<file path="config.mk">
export PLATFORM = sky130hd
export DESIGN_NAME = dmem_write_buffer_flat
export DESIGN_NICKNAME = d
export VERILOG_FILES = /design/src/rtl/dmem_write_buffer_if.sv /design/src/rtl/dmem_write_buffer.sv /design/src/flat_wrapper.sv
export SDC_FILE = /design/constraint.sdc
export NUM_CORES = 2
export LEC_CHECK = 0
export CORE_MARGIN = 4
export CORE_UTILIZATION = 50
export DETAILED_ROUTE_END_ITERATION = 8
export HOLD_SLACK_MARGIN = 0.12
export PLACE_DENSITY = 0.77
export SYNTH_ARGS = -nofsm -noshare
export SYNTH_HDL_FRONTEND = slang
export SYNTH_SLANG_ARGS = --single-unit
</file>
<file path="constraint.sdc">
create_clock -name clk -period 6.52 [get_ports clk]
set_clock_uncertainty 0.2 [all_clocks]
set_input_delay 1.956 -clock clk [delete_from_list [all_inputs] [get_ports clk]]
set_output_delay 1.956 -clock clk [all_outputs]
set_load 0.01 [all_outputs]
</file>
<file path="src/rtl/dmem_write_buffer_if.sv">
// CPU data-memory port bundle: store/load request from the CPU, load data and
// stall back from the memory side.
interface dmem_write_buffer_if;
  logic        memwrite;
  logic [31:0] dataadr;
  logic [31:0] writedata;
  logic [31:0] readdata;
  logic        stall;

  modport master (output memwrite, dataadr, writedata, input readdata, stall);
  modport slave  (input memwrite, dataadr, writedata, output readdata, stall);
endinterface

</file>
<file path="src/rtl/dmem_write_buffer.sv">
// Data memory with a posted-store FIFO drained by a timed FSM, plus
// store-to-load forwarding from the queued entries.
module dmem_write_buffer #(
  parameter int ADDR_BITS    = 6,
  parameter int DEPTH        = 4,
  parameter int DRAIN_CYCLES = 2
) (
  input  logic                     clk,
  input  logic                     reset,
  dmem_write_buffer_if.slave       bus,
  output logic [$clog2(DEPTH):0]   pending,
  output logic                     busy
);

  localparam int PW   = $clog2(DEPTH);
  localparam int CNTW = $clog2(DRAIN_CYCLES) + 1;

  localparam logic [1:0] S_IDLE   = 2'd0;
  localparam logic [1:0] S_WAIT   = 2'd1;
  localparam logic [1:0] S_COMMIT = 2'd2;

  localparam logic [PW:0]     FULL_CNT = (PW+1)'(DEPTH);
  localparam logic [PW:0]     ONE_CNT  = (PW+1)'(1);
  localparam logic [CNTW-1:0] RELOAD   = CNTW'(DRAIN_CYCLES - 1);

  logic [ADDR_BITS-1:0] r_addr [DEPTH];
  logic [31:0]          r_data [DEPTH];
  logic [31:0]          r_mem  [2**ADDR_BITS];
  logic [PW-1:0]        r_head;
  logic [PW-1:0]        r_tail;
  logic [PW:0]          r_count;
  logic [1:0]           r_state;
  logic [CNTW-1:0]      r_cnt;

  logic [ADDR_BITS-1:0] w_widx;
  logic                 w_full;
  logic                 w_empty;
  logic                 w_push;
  logic                 w_pop;
  logic [31:0]          w_rdata;
  logic                 w_unused_addr;

  assign w_widx        = bus.dataadr[ADDR_BITS+1:2];
  assign w_unused_addr = ^{bus.dataadr[31:ADDR_BITS+2], bus.dataadr[1:0]};
  assign w_full        = (r_count == FULL_CNT);
  assign w_empty       = (r_count == '0);
  assign w_push        = bus.memwrite & ~w_full;
  assign w_pop         = (r_state == S_COMMIT);

  // No pop bypass: a full FIFO stalls even on its commit edge.
  assign bus.stall = bus.memwrite & w_full;
  assign pending   = r_count;
  assign busy      = (r_state != S_IDLE);

  always_ff @(posedge clk or negedge reset) begin
    if (!reset) begin
      r_head  <= '0;
      r_tail  <= '0;
      r_count <= '0;
    end else begin
      if (w_push) r_tail <= r_tail + 1'b1;
      if (w_pop)  r_head <= r_head + 1'b1;
      case ({w_push, w_pop})
        2'b10:   r_count <= r_count + 1'b1;
        2'b01:   r_count <= r_count - 1'b1;
        default: r_count <= r_count;
      endcase
    end
  end

  always_ff @(posedge clk) begin
    if (w_push) begin
      r_addr[r_tail] <= w_widx;
      r_data[r_tail] <= bus.writedata;
    end
  end

  always_ff @(posedge clk or negedge reset) begin
    if (!reset) begin
      r_state <= S_IDLE;
      r_cnt   <= '0;
    end else begin
      case (r_state)
        S_IDLE: begin
          if (!w_empty) begin
            r_state <= S_WAIT;
            r_cnt   <= RELOAD;
          end
        end
        S_WAIT: begin
          if (r_cnt != '0) r_cnt <= r_cnt - 1'b1;
          else             r_state <= S_COMMIT;
        end
        S_COMMIT: begin
          // A same-edge push keeps the queue non-empty after this pop.
          if ((r_count != ONE_CNT) || w_push) begin
            r_state <= S_WAIT;
            r_cnt   <= RELOAD;
          end else begin
            r_state <= S_IDLE;
          end
        end
        default: r_state <= S_IDLE;
      endcase
    end
  end

  always_ff @(posedge clk) begin
    if (w_pop) r_mem[r_addr[r_head]] <= r_data[r_head];
  end

  // Walk oldest to youngest so the youngest matching entry wins.
  always_comb begin
    w_rdata = r_mem[w_widx];
    for (int unsigned i = 0; i < DEPTH; i++) begin
      if (((PW+1)'(i) < r_count) && (r_addr[r_head + PW'(i)] == w_widx))
        w_rdata = r_data[r_head + PW'(i)];
    end
  end

  assign bus.readdata = w_rdata;

endmodule

</file>
<file path="src/flat_wrapper.sv">
// flat-port wrapper written by rule: the top's interface ports become plain ports
module dmem_write_buffer_flat 
#(
  parameter int ADDR_BITS    = 6,
  parameter int DEPTH        = 4,
  parameter int DRAIN_CYCLES = 2
)
  (clk, reset, pending, busy, bus_memwrite, bus_dataadr, bus_writedata, bus_readdata, bus_stall);
  dmem_write_buffer_if bus_i ();
  input  logic clk;
  input  logic reset;
  output logic [$clog2(DEPTH):0] pending;
  output logic busy;
  input wire logic [$bits(bus_i.memwrite)-1:0] bus_memwrite;
  input wire logic [$bits(bus_i.dataadr)-1:0] bus_dataadr;
  input wire logic [$bits(bus_i.writedata)-1:0] bus_writedata;
  output wire logic [$bits(bus_i.readdata)-1:0] bus_readdata;
  output wire logic [$bits(bus_i.stall)-1:0] bus_stall;
  assign bus_i.memwrite = bus_memwrite;
  assign bus_i.dataadr = bus_dataadr;
  assign bus_i.writedata = bus_writedata;
  assign bus_readdata = bus_i.readdata;
  assign bus_stall = bus_i.stall;
  dmem_write_buffer #(.ADDR_BITS(ADDR_BITS), .DEPTH(DEPTH), .DRAIN_CYCLES(DRAIN_CYCLES)) u_core (.clk(clk), .reset(reset), .bus(bus_i), .pending(pending), .busy(busy));
endmodule
</file>
After elaboration in Yosys (flattened, before gate mapping):

Memory sizes are Yosys's and may differ from the RTL's.
Index checks and enable logic that the tools add are counted.

* memories kept: 3
* RAM bits: 2200
* word-level logic and storage cells: 65
* input port bits: 67
* output and inout bits: 37
* bits in registers: 11

* bitwise operators: 3
* $lt $le $gt $ge: 4
* mux-type cells: 16
* equal/unequal tests: 14
* reduce and logical (&&, ||, !) cells: 13
* add/subtract/negate cells: 7

Memories
* u_core.r_mem: depth 64, bits a word 32, read ports 1, clocked after Yosys merged registers in 0, wr ports 1, RTL line dmem_write_buffer.sv:28 `logic [31:0] r_mem [2**ADDR_BITS];`
* u_core.r_data: depth 4, bits a word 32, read ports 4, clocked after Yosys merged registers in 0, wr ports 1, RTL line dmem_write_buffer.sv:27 `logic [31:0] r_data [DEPTH];`
* u_core.r_addr: depth 4, bits a word 6, read ports 4, clocked after Yosys merged registers in 0, wr ports 1, RTL line dmem_write_buffer.sv:26 `logic [ADDR_BITS-1:0] r_addr [DEPTH];`

Operators with widths (count)
* 2-to-1 mux 32 bit: 4
* == test 6 bit: 4
* one-hot mux 2 bit (3 select lines): 2
* 2-to-1 mux 2 bit: 4
* < comparator 1 x 3 -> 1 bit (first input constant): 2
* < comparator 2 x 3 -> 1 bit (first input constant): 2
* inequality test 2 bit (second input constant): 3
* one-hot mux 3 bit (2 select lines): 1
* nonzero test 2 bit: 3
* 2-to-1 mux 1 bit: 5
* adder 2 x 1 -> 2 bit (second input constant): 2
* adder 2 bit (second input constant): 2
* == test 2 x 1 -> 1 bit (second input constant): 2
* == test 2 bit (second input constant): 2
* logical AND 1 bit: 4
* AND reduction 4 bit: 1
* adder 3 x 1 -> 3 bit (second input constant): 1
* == test 3 bit (second input constant): 1
* logical NOT 3 bit: 1
* inequality test 3 x 1 -> 1 bit (second input constant): 1
* nonzero test 3 bit: 1
* subtractor 3 x 1 -> 3 bit (second input constant): 1
* bitwise AND 1 bit: 2
* logical NOT 2 bit: 1
* other kinds (5): 5

Depth between registers and ports, before layout:

An unclocked memory read counts as a cell.

* depth in word-level cells: 7
* mapped depth: 13
* gate-level depth less buffers: 8

Worst setup path after synthesis:

Ideal clock, no wire load.

* path type: input-to-output
* start point: input bus_dataadr[2]
* end point: output bus_readdata[30]
* slack: 0.078 ns
* arrival: 4.286 ns
* cell stages on the path: 9
* buffers on the path: 4
* data required time: 4.364 ns
* path through: buf_4 > buf_2 > buf_2 > buf_2 > mux4_2 > a221oi_1 > o22ai_1 > nor4_1 > o31ai_1

* longest elaborated chain between the ends: 6

Ends and longest elaborated chain
* start: declaration: RTL line flat_wrapper.sv:15 `input wire logic [$bits(bus_i.dataadr)-1:0] bus_dataadr;`
* branches (longest 5 deep; another with memory read (64 x 32 bit))
* 2-to-1 mux 32 bit (*): RTL line dmem_write_buffer.sv:116 `if (((PW+1)'(i) < r_count) && (r_addr[r_head + PW'(i)] == w_widx))`
* end: declaration: RTL line flat_wrapper.sv:17 `output wire logic [$bits(bus_i.readdata)-1:0] bus_readdata;`

Every way passes the cells marked *.

Worst setup path in the final report:

* start point: input bus_dataadr[2]
* end point: output bus_readdata[24]

The elaborated chain is that of the path after synthesis.

==> reports/metrics.yaml <==
run_status:
  status: "complete, but fails checks"
  failed_checks: "setup timing"
route:
  wirelength_mm: 265
  dr_total_vias: 51400
  postRouteAntennaNets: 0
  wl_per_cell_um: 35.7
  drc: 0
  drt-vias-per-instance: 6.93
  firstDrtPassIters: 9
  drt_iter0_markers: 8849
place:
  dp.cells: 6878
  place.gp.congestion: 0.881
  post-place-ws_ns: -1.18
  hpwl_mm: 139
  io_buffers: 77
grt:
  grt_pass1_wl_mm: 372
  antenna_found_initial: 6
  grt_overflow: 0
  grt_max_degree: 92
  grt_usage_pct: 28.0
  grt_pass1_vias: 50600
sta:
  layout_setup_ws_ns: -0.373
  slew_headroom_pct: 15.3
  drv_slew: 0
  rsz0062_at_grt: "true"
  period_needed_ns: 6.89
  min_period_over_period_pct: 106
  final-setup-viol-count: 32
  max_clock_freq_ghz: 0.145
  holdWs_ns: 0.318
  tightest_slew_ns: 1.27
  hold_viol: 0
logic_synthesis:
  syn_area_um2: 88200
  synth_edf_count: 2200
  syn_inst: 4153
  yosys_warnings: 0
  syn-mean-instance-area_um2: 21.2
  synthFlopType: "edfxtp_1"
  syn_nets: 4230
  yosys_register_bits: 2211
  synth_area_leaders: "edfxtp_1, mux4_2, mux2i_1"
  ys_seq_area_share_pct: 75.2
  ys_types: 68
  synth_top_cell_by_area: "edfxtp_1"
  async_flop_share_pct: 0.498
  synth_top_area_share_pct: 74.9
cts:
  clk_path_buf_depth: 3
  cts_buffers: 202
  cts_root_buf: "clkbuf_16"
  clk_latency_ns: 0.84
  htreeDepth: 4
  cts_sinks: 2211
  cts_tree: "yes"
  cts.clk_slew.worst_paths_ns: 0.06
flow_run:
  maxCapViolations: 0
worst_setup_path:
  critPathSlowestCell: "mux4_2"
  path_cells: "buf_16 > buf_12 > buf_6 > buf_12 > mux4_2 > a22o_4 > a221oi_4 > o22ai_4 > nor4_4 > buf_6 > o31ai_4 > buf_2"
  reg2reg_slack_ns: 1.06
  crit_path_start_kind: "input pin"
  critical_path.top_delay_family: "buffers and inverters"
  crit_type: "in2out"
  slowest_delay_ns: 0.54
  cp.required_ns: 4.36
  end_kind: "output pin"
  critPathBufInv: 6
  cp_max_fo: 6
  arrival_ns: 4.74
final_layout:
  area_delta_synth_final_pct: 22.3
  fillerInstances: 10900
  drive_above_1_share_pct: 39.7
  finalNetCount: 5003
  seq_area_um2: 66300
  multiInputGateArea_um2: 23500
  finalNonFillerCells: 7416
pwr:
  p_leak_nw: 34.9
  ir_drop_mv: 0.295
  power.density_nw_per_um2: 359
floorplan:
  row_count: 153
  dieArea_um2: 183000
  die_h_um: 428
  fp.dieW_um: 428
  start_util_pct: 50.5
  pin_count: 104
  coreArea_um2: 175000
min_path:
  hold_class: "reg2reg"
-- synth_stat cells, drive strengths merged (8+ instances only) --
master	n
edfxtp	2200
mux4	554
mux2i	169
buf	160
nor2	132
clkbuf	103
a221oi	92
nand2	88
a21oi	77
a22oi	59
a22o	58
o21ai	52
nand3	35
mux2	34
o22ai	34
xnor2	28
a211oi	26
nor4	26
o211ai	26
o221ai	22
o41ai	16
nor3	15
o31ai	13
inv	12
nand3b	12
dfrtp	11
ha	10
or3	10
a2111oi	9
nand4	9
nor2b	9
and2	8
-- cell usage in the layout (no fill, tap or decap), types with 40 or more instances in the layout --
master / n
a221oi_2: 41
o21ai_0: 50
buf_4: 536
clkinv_1: 49
clkinv_2: 40
clkbuf_16: 208
nor2_4: 68
nor2_1: 63
buf_6: 64
mux4_2: 554
mux2i_1: 156
a22o_1: 50
nand2_1: 88
edfxtp_1: 2200
a21oi_1: 54
buf_12: 102
-- final cells by class --
type                            instances  area share, %
Antenna cell                            3        0.00696
Clock inverter                        121           1.02
Sequential cell                      2211           61.5
Timing Repair Buffer                  832           7.96
Tap cell                             2325           2.70
Multi-Input combinational cell       1666           21.8
Clock buffer                          245           4.93
Inverter                               13         0.0464
-- per-layer routing --
layer  vias to the layer above  part of all wire (%)  track usage (%)
met5                         -                 0.065                0
met1                     26200                    33             35.8
met4                        10                   5.3             12.7
li1                      19300                     -                -
met2                      4844                    48             44.2
met3                       949                    14             8.62
-- sequential cells by signal, summed over array words and instances (netlist names) --
register / count
u_core.pending: 3
u_core.r_addr: 24
u_core.r_cnt: 2
u_core.r_data: 128
u_core.r_head: 2
u_core.r_mem: 2048
u_core.r_state: 2
u_core.r_tail: 2
-- where the power goes --
group / internal (mW) / switching (mW) / total (mW)
sequential: 18.5 / 0.284 / 18.8
combinational: 2.55 / 5.51 / 8.05
clock: 6.54 / 5.32 / 11.9
total: 27.6 / 11.1 / 38.7
-- worst paths after layout --
path / startpoint / endpoint / cells past startpoint
min: u_core.r_cnt[0]$_DFFE_PN0P_ / u_core.r_cnt[0]$_DFFE_PN0P_ / 2
max: bus_dataadr[2] / bus_readdata[24] / 12
min reg2reg: u_core.r_cnt[0]$_DFFE_PN0P_ / u_core.r_cnt[0]$_DFFE_PN0P_ / 2
max in group asynchronous: reset / u_core.r_head[0]$_DFFE_PN0P_ / 1
max reg2reg: u_core.r_head[1]$_DFFE_PN0P_ / u_core.r_mem[60][5]$_DFFE_PP_ / 7
min in group asynchronous: reset / u_core.pending[0]$_DFFE_PN0P_ / 1
-- tightest hold or removal path, stage by stage (launching register included) --
cell and delay (ns):
dfrtp_1 0.35, nor2_1 0.05, nor2_1 0.08
-- repair_timing --
item	CTS	global route
gates cloned	15	1
setup endpoints to repair	32	32
gates resized for setup	578	151
pin swaps	129	78
hold buffers	0	0
setup buffers	136	52
-- metrics by stage --
stage	setup TNS, ns	power, mW	utilization, %	instance area, µm²
detailed placement	-28.62	26.1	55.2	96500
CTS	-3.49	38.0	61.1	107000
global placement	-28.09	25.8	55.2	96500
global route	-8.42	39.7	61.8	108000
floorplan	0	23.0	-	88200
finish	-6.91	38.7	61.8	108000
-- logic make-up (layout without fill, tap and decap cells) --
kind of cell               count (synthesis)  count (layout)  synth area share (%)
adders and majority gates                 10              10                 0.142
and+or+nand+nor                          363             363                  1.95
xor gates and xnor gates                  32              32                 0.318
other                                      0               3                     0
buffers and inverters                    276            1211                  1.54
muxes                                    757             757                  16.5
DFF                                     2211            2211                  75.2
AOI/OAI and AO/OA                        504             504                  4.36
No activity file was read; power rests on OpenSTA's default activity.
